**config.mk**
```make
export PLATFORM = sky130hd
export DESIGN_NAME = spike_event_packer
export DESIGN_NICKNAME = d
export VERILOG_FILES = /design/src/rtl/spike_event_packer.sv
export SDC_FILE = /design/constraint.sdc
export NUM_CORES = 1
export LEC_CHECK = 0
export CAP_MARGIN = 15
export CORE_UTILIZATION = 51
export CTS_CLUSTER_SIZE = 12
export DETAILED_ROUTE_END_ITERATION = 16
export DONT_BUFFER_PORTS = 1
export PLACE_DENSITY = 0.73
export REMOVE_ABC_BUFFERS = 1
export SLEW_MARGIN = 10
export SYNTH_ARGS = -nofsm -noshare
export SYNTH_HDL_FRONTEND = slang
export SYNTH_SLANG_ARGS = --single-unit
```
**constraint.sdc**
```tcl
create_clock -name clk -period 1.85 [get_ports clk]
set_clock_uncertainty 0.05 [all_clocks]
set_input_delay 0.37 -clock clk [delete_from_list [all_inputs] [get_ports clk]]
set_output_delay 0.37 -clock clk [all_outputs]
set_load 0.005 [all_outputs]
```
**src/rtl/spike_event_packer.sv**
```systemverilog
`default_nettype none
// ============================================================================
// Module      : spike_event_packer
// Description : Turns LIF spike onsets into {timestamp, membrane} packets,
//               queues them, and streams them out as valid/ready bytes.
// Revision    : 1.0 - initial release
// ============================================================================
module spike_event_packer #(
    parameter int DEPTH = 4,
    parameter int LVL_W = $clog2(DEPTH) + 1
) (
    input  logic             clk,
    input  logic             rst_n,
    input  logic             spike,
    input  logic [7:0]       membrane_state,
    output logic [7:0]       out_data,
    output logic             out_valid,
    input  logic             out_ready,
    output logic [LVL_W-1:0] fifo_level,
    output logic [7:0]       overflow_cnt
);

    localparam int               c_PTR_W   = $clog2(DEPTH);
    localparam logic [LVL_W-1:0] c_FULL    = LVL_W'(DEPTH);
    localparam logic [1:0]       c_IDLE    = 2'd0;
    localparam logic [1:0]       c_SEND_TS = 2'd1;
    localparam logic [1:0]       c_SEND_ST = 2'd2;

    logic [7:0]         r_ts;
    logic               r_spike_q;
    logic [15:0]        r_mem [DEPTH];
    logic [c_PTR_W-1:0] r_wr_ptr;
    logic [c_PTR_W-1:0] r_rd_ptr;
    logic [LVL_W-1:0]   r_level;
    logic [7:0]         r_ovf;
    logic [1:0]         r_state;

    logic        w_event;
    logic        w_full;
    logic        w_push;
    logic        w_drop;
    logic        w_pop;
    logic [15:0] w_head;

    // A full FIFO drops the event even if the head pops on the same edge.
    assign w_event = spike & ~r_spike_q;
    assign w_full  = (r_level == c_FULL);
    assign w_push  = w_event & ~w_full;
    assign w_drop  = w_event & w_full;
    assign w_pop   = (r_state == c_SEND_ST) & out_ready;

    // Output bytes come only from FSM state and the FIFO head.
    always_comb begin
        w_head    = r_mem[r_rd_ptr];
        out_valid = (r_state != c_IDLE);
        out_data  = 8'h00;
        case (r_state)
            c_SEND_TS: out_data = w_head[15:8];
            c_SEND_ST: out_data = w_head[7:0];
            default:   out_data = 8'h00;
        endcase
    end

    always_ff @(posedge clk) begin
        if (w_push) begin
            r_mem[r_wr_ptr] <= {r_ts, membrane_state};
        end
    end

    always_ff @(posedge clk) begin
        if (rst_n) begin
            r_ts      <= 8'd0;
            r_spike_q <= 1'b0;
            r_wr_ptr  <= '0;
            r_rd_ptr  <= '0;
            r_level   <= '0;
            r_ovf     <= 8'd0;
            r_state   <= c_IDLE;
        end else begin
            r_ts      <= r_ts + 8'd1;
            r_spike_q <= spike;

            if (w_push) begin
                r_wr_ptr <= r_wr_ptr + c_PTR_W'(1);
            end
            if (w_pop) begin
                r_rd_ptr <= r_rd_ptr + c_PTR_W'(1);
            end

            case ({w_push, w_pop})
                2'b10:   r_level <= r_level + LVL_W'(1);
                2'b01:   r_level <= r_level - LVL_W'(1);
                default: r_level <= r_level;
            endcase

            if (w_drop && (r_ovf != 8'hFF)) begin
                r_ovf <= r_ovf + 8'd1;
            end

            case (r_state)
                c_IDLE: begin
                    if (r_level != '0) begin
                        r_state <= c_SEND_TS;
                    end
                end
                c_SEND_TS: begin
                    if (out_ready) begin
                        r_state <= c_SEND_ST;
                    end
                end
                c_SEND_ST: begin
                    // Chain straight into the next packet when one is waiting.
                    if (out_ready) begin
                        r_state <= (r_level > LVL_W'(1)) ? c_SEND_TS : c_IDLE;
                    end
                end
                default: r_state <= c_IDLE;
            endcase
        end
    end

    assign fifo_level   = r_level;
    assign overflow_cnt = r_ovf;

endmodule
`default_nettype wire
```
---- Yosys cells after proc, flatten, opt, wreduce, memory -nomap -nowiden ----
Memory sizes are Yosys's and may differ from the RTL's. A register that Yosys moved wholly into a read port is not among the register bits.
Cells that the tools add are included.
storage, ports and cells
  register bits after elaboration ......... 26
  RAM bits ................................ 64
  input bits .............................. 12
  output and inout bits ................... 20
  logic and storage cells ................. 47
  memories ................................ 1
memory list
  name   words  width  read ports  clocked after memory_dff  write ports  RTL line  text
  r_mem  4      16     1           1                         1            31        logic [15:0] r_mem [DEPTH];
cells by class
  add/subtract/negate cells ............... 6
  $lt $le $gt $ge ......................... 1
  equality and inequality tests ........... 9
  mux-type cells .......................... 11
  bitwise logic cells ..................... 6
  reduce and logical (&&, ||, !) cells .... 6
operators by type and width
  cell                                                                              number
  8-bit by 1-bit adder with 8-bit output (second input constant)                    2
  8-bit one-hot mux with 2 select lines                                             1
  2-bit two-way mux                                                                 5
  8-bit inequality test (second input constant)                                     1
  2-bit inequality test (second input constant)                                     3
  2-bit one-hot mux with 3 select lines                                             1
  3-bit one-hot mux with 2 select lines                                             1
  2-bit by 1-bit adder with 2-bit output (second input constant)                    2
  1-bit bitwise AND                                                                 4
  2-bit by 1-bit equality test with 1-bit output (second input constant)            2
  2-bit equality test (second input constant)                                       2
  2-bit nonzero test                                                                2
  3-bit by 1-bit adder with 3-bit output (second input constant)                    1
  3-bit equality test (second input constant)                                       1
  3-bit by 1-bit greater-than comparator with 1-bit output (second input constant)  1
  1-bit two-way mux                                                                 3
  3-bit AND reduction                                                               1
  3-bit nonzero test                                                                1
  3-bit by 1-bit subtractor with 3-bit output (second input constant)               1
  2-bit logical NOT                                                                 1
  1-bit NOT                                                                         2
  1-bit logical AND                                                                 1

---- Logic depth before layout (Yosys ltp) ----
Gate-level depths: netlist (run 1).
  depth after elaboration ................. 5
  mapped depth ............................ 9
  mapped depth without buffers ............ 9

---- Worst setup path before layout (run 1) ----
No wires, ideal clock.
  kind .................................... register -> register
  from .................................... register r_level[0] (netlist: fifo_level[0])
  to ...................................... register r_level[2] (netlist: fifo_level[2])
  library setup time ...................... 70 ps
  data arrival time ....................... 1833 ps
  required time ........................... 1730 ps
  path slack .............................. -103 ps
  cell stages (with the launch flop) ...... 9
  buffers on the path ..................... 0
  clock period less this slack ............ 1953 ps
  cell sequence ........................... dfxtp_1 -> inv_1 -> ha_1 -> and2_1 -> nor2_1 -> inv_1 -> ha_1 -> or3_1 -> a21oi_1
on the way
  word-level cells in the longest chain between the ends .. 5
  elaborated cells on any way between the ends .. 9
  those cells by class .................... add/sub (2); eq/ne (3); mux (1); bitwise (2); reduce/logical (1)
RTL lines
  item                                                                                          RTL line  text
  start, declared                                                                               34        logic [LVL_W-1:0] r_level;
  start signal, assigned                                                                        91        2'b10: r_level <= r_level + LVL_W'(1);
  start signal, assigned                                                                        92        2'b01: r_level <= r_level - LVL_W'(1);
  start signal, assigned                                                                        93        default: r_level <= r_level;
  3-bit equality test                                                                           47        assign w_full = (r_level == c_FULL);
  1-bit NOT                                                                                     48        assign w_push = w_event & ~w_full;
  1-bit bitwise AND                                                                             48
  2-bit by 1-bit equality test with 1-bit output / 2-bit equality test (equally long branches)  90        case ({w_push, w_pop})
  3-bit one-hot mux with 2 select lines / 2-bit nonzero test (equally long branches)            -
Several ways; a longest one is shown, not always the timed one.
A chain may end at the register's enable or synchronous reset.

==> flow_metrics.py, run 1 <==
metrics = {
    "cts": {
        "cts_setup_buffers": 0,
        "clock_latency_ns": 0.35,
        "clk_path_buf_depth": 2,
        "numCtsBuffers": 9,
        "clock-root-buffer": "clkbuf_8",
        "cts.reportedPaths.clkPinSlew_ns": 0.10,
        "cts_sinks": 92,
        "cts_tree": "yes",
        "cts_max_level": 3,
    },
    "run": {
        "max-cap-violations": 0,
    },
    "setup_path": {
        "crit_type": "register to primary output",
        "cp.arrival_ns": 1.69,
        "r2r_end": "fifo_level[2]",
        "rrSetupSlack_ns": 0.08,
        "critical_path_required_ns": 1.43,
        "cp-end-kind": "primary output",
        "startpoint_type": "register",
        "r2r.worst_path.cells": 9,
        "worstPathMaxFanout": 7,
        "worstReg2RegStart": "fifo_level[0]",
    },
    "sta": {
        "maxSlewViolCount": 0,
        "min_period_over_period": 1.14,
        "max_slew_margin": 0.774,
        "finalSetupViolations": 8,
        "hold_violations": 0,
        "post-route-min-period_ns": 2.11,
        "grt_setup_unrepaired": "true",
        "setup_ws_ns": -0.258,
        "timing.hold.ws_ns": 0.0259,
        "worst_pin_slew_ns": 0.338,
        "max_clock_freq_mhz": 474,
    },
    "synth": {
        "synth_cells": 255,
        "yosysSeqAreaShare": 0.633,
        "synth.ff_latch_count": 92,
        "ys_warn_count": 0,
        "synth_area_um2": 3920,
        "syn_avg_cell_area_um2": 15.4,
        "ys_types": 42,
    },
    "power_and_ir_drop": {
        "p_leak_nw": 1.54,
        "p_int_mw": 3.12,
        "seqPwrFrac": 0.548,
        "p_per_area_nw_per_um2": 968,
        "vdd_drop_max_uv": 372,
        "combPwrFrac": 0.146,
        "pwr-share-clk": 0.306,
        "swShare": 0.267,
        "power_switching_mw": 1.14,
    },
    "floorplanning": {
        "fp-row-count": 31,
        "die_x_um": 89.7,
        "ios": 32,
        "coreArea_um2": 7330,
        "start_util": 0.535,
        "die_h_um": 89.7,
        "design.die.area_um2": 8050,
    },
    "min_path": {
        "holdPathStages": 1,
        "worstHoldStart": "rst_n",
        "min_to": "r_wr_ptr[0]",
        "hold_class": "input port to register",
    },
    "run_status": {
        "violations": "negative setup slack",
        "status": "finished, violations left",
    },
    "place": {
        "dp_cells": 362,
        "dpl.hpwl_mm": 4.46,
        "dpl_cell_area_um2": 4180,
        "portBuffers": 0,
        "finalWeightedCongestion": 0.775,
    },
    "drt": {
        "vias_per_cell": 5.77,
        "ant_nets": 0,
        "vias": 2191,
        "wire_per_inst_um": 18.4,
        "dr.pass1.iters": 4,
        "drc": 0,
        "drt_wl_total_mm": 7.00,
        "drt_iter0_drc": 137,
    },
    "global_route": {
        "grt_pass1_wl_mm": 11.2,
        "grt_pass1_vias": 2115,
        "groute.usage.overall": 0.182,
        "antenna_found_initial": 0,
        "grt_overflow": 0,
        "grt_max_degree": 32,
    },
    "final_layout": {
        "design_area_um2": 4400,
        "drive_gt1_frac": 0.217,
        "final_cell_mix": "edfxtp_1 (64), dfxtp_1 (25), nor2_1 (15), ha_1 (15), mux4_2 (13)",
        "area_delta_synth_final_pct": 12.2,
        "nets": 304,
        "final_common_cell": "edfxtp_1",
        "fin_cells": 380,
        "insertedDiodeCount": 0,
    },
}
==> cell families after synthesis <==
family	Yosys count	share of synthesized area
muxes	19	0.113
AOI/OAI and AO/OA	43	0.0807
buffers and inverters	21	0.0268
and+or+nand+nor	57	0.0797
adders and majority gates	16	0.0510
DFF	92	0.633
xor gates and xnor gates	7	0.0156
==> critical path, cell delays in order, from the launching register on <==
cell     delay [ns]
dfxtp_4        0.39
buf_8          0.14
mux4_2         0.51
a32o_2         0.30
==> registers in the layout (all words and copies together), names as in the netlist, named ones only <==
| register | cells |
|---|---|
| r_ts | 8 |
| r_wr_ptr | 2 |
| r_state | 2 |
| r_mem | 64 |
| overflow_cnt | 8 |
| r_spike_q | 1 |
| r_rd_ptr | 2 |
| fifo_level | 3 |
==> per-layer routing <==
metal	wire length (um)	up-vias	global-route usage
met5	0	-	0
met4	51	0	0.0587
met3	298	6	0.0508
met2	3390	64	0.280
met1	3250	1081	0.253
li1	-	1040	-
==> final cells by class <==
cell class | instances | area [um2]
Inverter | 10 | 37.5
Clock buffer | 9 | 124
Sequential cell | 92 | 2490
Timing Repair Buffer | 21 | 240
Tap cell | 99 | 124
Fill cell | 535 | 2930
Multi-Input combinational cell | 142 | 1310
Clock inverter | 7 | 76.3
==> timing repair <==
action,in CTS,in global routing
resized for setup,23,6
hold endpoints to repair,0,6
hold buffers,0,2
pin swaps,2,0
endpoints found under the setup margin,8,10
==> power groups by stage <==
stage	sequential (mW)	combinational, mW	clock, mW
after floorplan	2.38	0.357	0
after global placement	2.37	0.577	0
after detailed placement	2.37	0.587	0
after CTS	2.33	0.609	1.34
after global routing	2.34	0.686	1.43
final	2.33	0.623	1.30
==> synth_stat cells <==
library cell / n / area (um2)
nand4b_1: 1 / 8.76
mux2i_1: 2 / 20.0
inv_1: 10 / 37.5
ha_1: 16 / 200
nor2b_1: 5 / 31.3
a21boi_0: 1 / 7.51
a41oi_1: 4 / 35.0
nand2_1: 5 / 18.8
and3_1: 6 / 37.5
xnor2_1: 2 / 17.5
buf_2: 1 / 5.00
nor4_1: 1 / 6.26
and4b_1: 1 / 10.0
dfxtp_1: 28 / 561
nand4_1: 1 / 6.26
clkbuf_2: 1 / 5.00
nand2b_1: 4 / 25.0
and2_1: 3 / 18.8
o21ai_0: 6 / 30.0
buf_6: 1 / 11.3
a211o_1: 2 / 17.5
o21bai_1: 3 / 22.5
mux4_2: 2 / 45.0
mux2_2: 1 / 11.3
nand3_1: 8 / 40.0
a311oi_1: 3 / 26.3
a21o_1: 1 / 7.51
a21oi_1: 9 / 45.0
buf_12: 1 / 20.0
clkbuf_1: 5 / 18.8
mux4_1: 14 / 368
o31ai_1: 1 / 7.51
xor2_1: 5 / 43.8
nor2_1: 15 / 56.3
or3_1: 3 / 18.8
a32o_1: 8 / 80.1
edfxtp_1: 64 / 1920
and4_1: 2 / 17.5
or4b_1: 1 / 10.0
buf_1: 2 / 7.51
nand3b_1: 1 / 7.51
a211oi_1: 5 / 37.5
==> metrics by stage <==
step           power (mW)  utilization  worst slack [ns]  setup TNS [ns]
2_1_floorplan        2.74            -            -0.177           -1.42
4_1_cts              4.27        0.596            -0.281           -2.01
6_report             4.26        0.600            -0.258           -1.87
3_5_place_dp         2.96        0.571            0.0303               0
5_1_grt              4.46        0.600            -0.319           -2.39
3_3_place_gp         2.95        0.571            0.0611               0
==> how the worst max path moves through the flow <==
stage / to / slack [ns] / cells after the start
final: out_data[4] / -0.26 / 3
after global routing: out_data[4] / -0.32 / 3
after CTS: out_data[4] / -0.28 / 3
after detailed placement: out_data[4] / 0.03 / 3
after global placement: out_data[5] / 0.06 / 3
after floorplan: out_data[1] / -0.18 / 2
(Power assumes the default switching activity.)
==> run 2: changes to the inputs <==
--- a/config.mk
+++ b/config.mk
@@ -6,11 +6,9 @@
 export NUM_CORES = 1
 export LEC_CHECK = 0
 export CAP_MARGIN = 15
-export CORE_UTILIZATION = 51
-export CTS_CLUSTER_SIZE = 12
+export CORE_UTILIZATION = 32
 export DETAILED_ROUTE_END_ITERATION = 16
-export DONT_BUFFER_PORTS = 1
-export PLACE_DENSITY = 0.73
+export PLACE_DENSITY = 0.55
 export REMOVE_ABC_BUFFERS = 1
 export SLEW_MARGIN = 10
 export SYNTH_ARGS = -nofsm -noshare
==> run 2 against run 1 <==
Against the previous run: the flow still finishes with violations (negative setup slack); sequential power about the same; register-to-register slack worse by 0.05 ns; critical path depth up 2; critical path type unchanged; sequential share of layout area down 7.9 points; combinational power is 47% higher; routed wire length up 10%; hold slack better by 0.44 ns; highest routed layer unchanged; count of clock-buffer cells in the layout is the same; final cell count up 27%; via count rose by 8.5%; setup slack got worse by 0.13 ns; non-clock buffer count rose by 56.
==> flow_metrics.py, run 2 (synthesized netlist as in run 1, its figures left out) <==
metrics = {
    "run_status": {
        "status": "finished, violations left",
        "violations": "negative setup slack",
    },
    "drt": {
        "drt_wl_total_mm": 7.72,
        "dr.pass1.iters": 4,
        "drc": 0,
        "vias": 2377,
        "ant_nets": 0,
        "vias_per_cell": 4.91,
        "drt_iter0_drc": 169,
        "wire_per_inst_um": 15.9,
    },
    "setup_path": {
        "critical_path_required_ns": 1.43,
        "crit_buf_inv": 3,
        "startpoint_type": "register",
        "worstReg2RegStart": "r_state[0]",
        "crit_type": "register to primary output",
        "cpMaxStageDelayCell": "mux4_2",
        "cp-end-kind": "primary output",
        "r2r.worst_path.cells": 9,
        "cp.arrival_ns": 1.82,
        "crit_chain": "buf_12, buf_6, mux4_2, a32o_1, buf_2",
        "r2r_end": "fifo_level[2]",
        "rrSetupSlack_ns": 0.03,
        "worstPathMaxFanout": 7,
        "cp_top_family": "multiplexers",
        "slowest_delay_ns": 0.48,
    },
    "global_route": {
        "grt_max_degree": 26,
        "grtUsageMet1": 0.175,
        "grt_overflow": 0,
        "groute.usage.overall": 0.132,
        "grt_pass1_vias": 2391,
        "antenna_found_initial": 0,
        "grt-busiest-layer": "met2",
        "globalRouteMet2Util": 0.207,
        "grt_pass1_wl_mm": 12.6,
        "grt_use_met3": 0.0305,
    },
    "min_path": {
        "min_to": "r_mem[1][15]",
        "worstHoldStart": "r_ts[7]",
        "holdPathStages": 0,
        "hold_class": "register to register",
    },
    "place": {
        "portBuffers": 31,
        "dp_slack_ns": -0.421,
        "finalWeightedCongestion": 0.762,
        "dpl.hpwl_mm": 4.74,
    },
    "sta": {
        "post-route-min-period_ns": 2.24,
        "finalSetupViolations": 8,
        "worst_pin_slew_ns": 0.310,
        "grt_setup_unrepaired": "true",
        "fin_setup_tns_ns": -2.99,
        "maxSlewViolCount": 0,
        "max_slew_margin": 0.792,
        "min_period_over_period": 1.21,
        "hold_violations": 0,
        "setup_ws_ns": -0.392,
        "timing.hold.ws_ns": 0.468,
        "max_clock_freq_mhz": 446,
    },
    "final_layout": {
        "area_delta_synth_final_pct": 30.4,
        "final_cell_mix": "edfxtp_1 (64), buf_4 (29), dfxtp_1 (22), clkdlybuf4s50_1 (22), mux4_2 (16)",
        "multi_input_area_um2": 1330,
        "final_common_cell": "edfxtp_1",
        "largest_register": "r_mem",
        "seq_area_um2": 2490,
        "nets": 360,
        "largest_reg_flops": 64,
        "drive_gt1_frac": 0.306,
        "n_fill_cell": 1079,
        "insertedDiodeCount": 0,
    },
    "floorplanning": {
        "ios": 32,
        "start_util": 0.328,
        "coreArea_um2": 12000,
        "die_x_um": 113,
        "fp-row-count": 40,
        "die_h_um": 113,
        "design.die.area_um2": 12700,
    },
    "cts": {
        "numCtsBuffers": 9,
        "clock_latency_ns": 0.34,
        "cts_max_level": 3,
        "cts.hold.buffers_added": 0,
        "cts_sinks": 92,
        "cts.reportedPaths.clkPinSlew_ns": 0.07,
        "clk_path_buf_depth": 2,
        "clock-root-buffer": "clkbuf_16",
        "cts_tree": "yes",
    },
    "power_and_ir_drop": {
        "p_leak_nw": 1.82,
        "p_per_area_nw_per_um2": 986,
        "vdd_drop_max_uv": 438,
    },
    "run": {
        "max-cap-violations": 0,
    },
}
[run 2: cell count changes in the layout (fill, tap and decap cells not counted), sizes merged]
cell and change:
buf +35, clkdlybuf4s50 +22, clkinv -1, clkinvlp +2, dlygate4sd2 +1, dlygate4sd3 -2
inv -1
[run 2: worst max path at each step]
stage                         from           to  slack [ns]  cells past startpoint
after floorplan           register  out_data[1]       -0.18                      2
after global placement    register  out_data[5]       -0.40                      4
after detailed placement  register  out_data[6]       -0.42                      4
after CTS                 register  out_data[5]       -0.42                      5
after global routing      register  out_data[5]       -0.46                      5
final                     register  out_data[5]       -0.39                      5
[run 2: report_power, final]
group	switching (mW)	internal [mW]	leakage, nW
logic	0.405	0.513	0.857
clock network	0.842	0.948	0.140
registers	0.0473	2.29	0.823
total	1.29	3.75	1.82
[run 2: what timing repair did]
item / 4_1_cts / 5_1_grt
endpoints found under the setup margin: 12 / 12
gates resized for setup: 62 / 14
pin swaps: 9 / 6
buffers inserted: 12 / 2
gates cloned: 1 / 0
[run 2: metrics by stage]
step,instances,instance area (um2),power [mW],util
finish,484,5120,5.05,0.428
global route,484,5120,5.29,0.428
CTS,482,5060,5.06,0.423
detailed placement,453,4690,3.18,0.392
global placement,453,4690,3.17,0.392
floorplan,244,3850,2.74,-
[run 2: area by class of cell]
cell class,instances,area share
sequential,92,0.487
multi-input combinational,142,0.261
timing repair buffer,77,0.151
clock buffer,9,0.0440
tap,147,0.0360
clock inverter,7,0.0137
inverter,10,0.00734
[run 2: layer usage]
layer / part of all wire / wire length, um
met4: 0.0088 / 68
met2: 0.50 / 3840
met5: 0 / 0
met3: 0.030 / 229
met1: 0.46 / 3580
[run 2: worst reg2reg max path: cells and delay by family, from the launching register on]
family	cells	cell delay (ns)
muxes	1	0.12
and+or+nand+nor	2	0.50
adders and majority gates	2	0.33
DFF	1	0.33
buffers and inverters	3	0.28
AOI/OAI and AO/OA	1	0.14
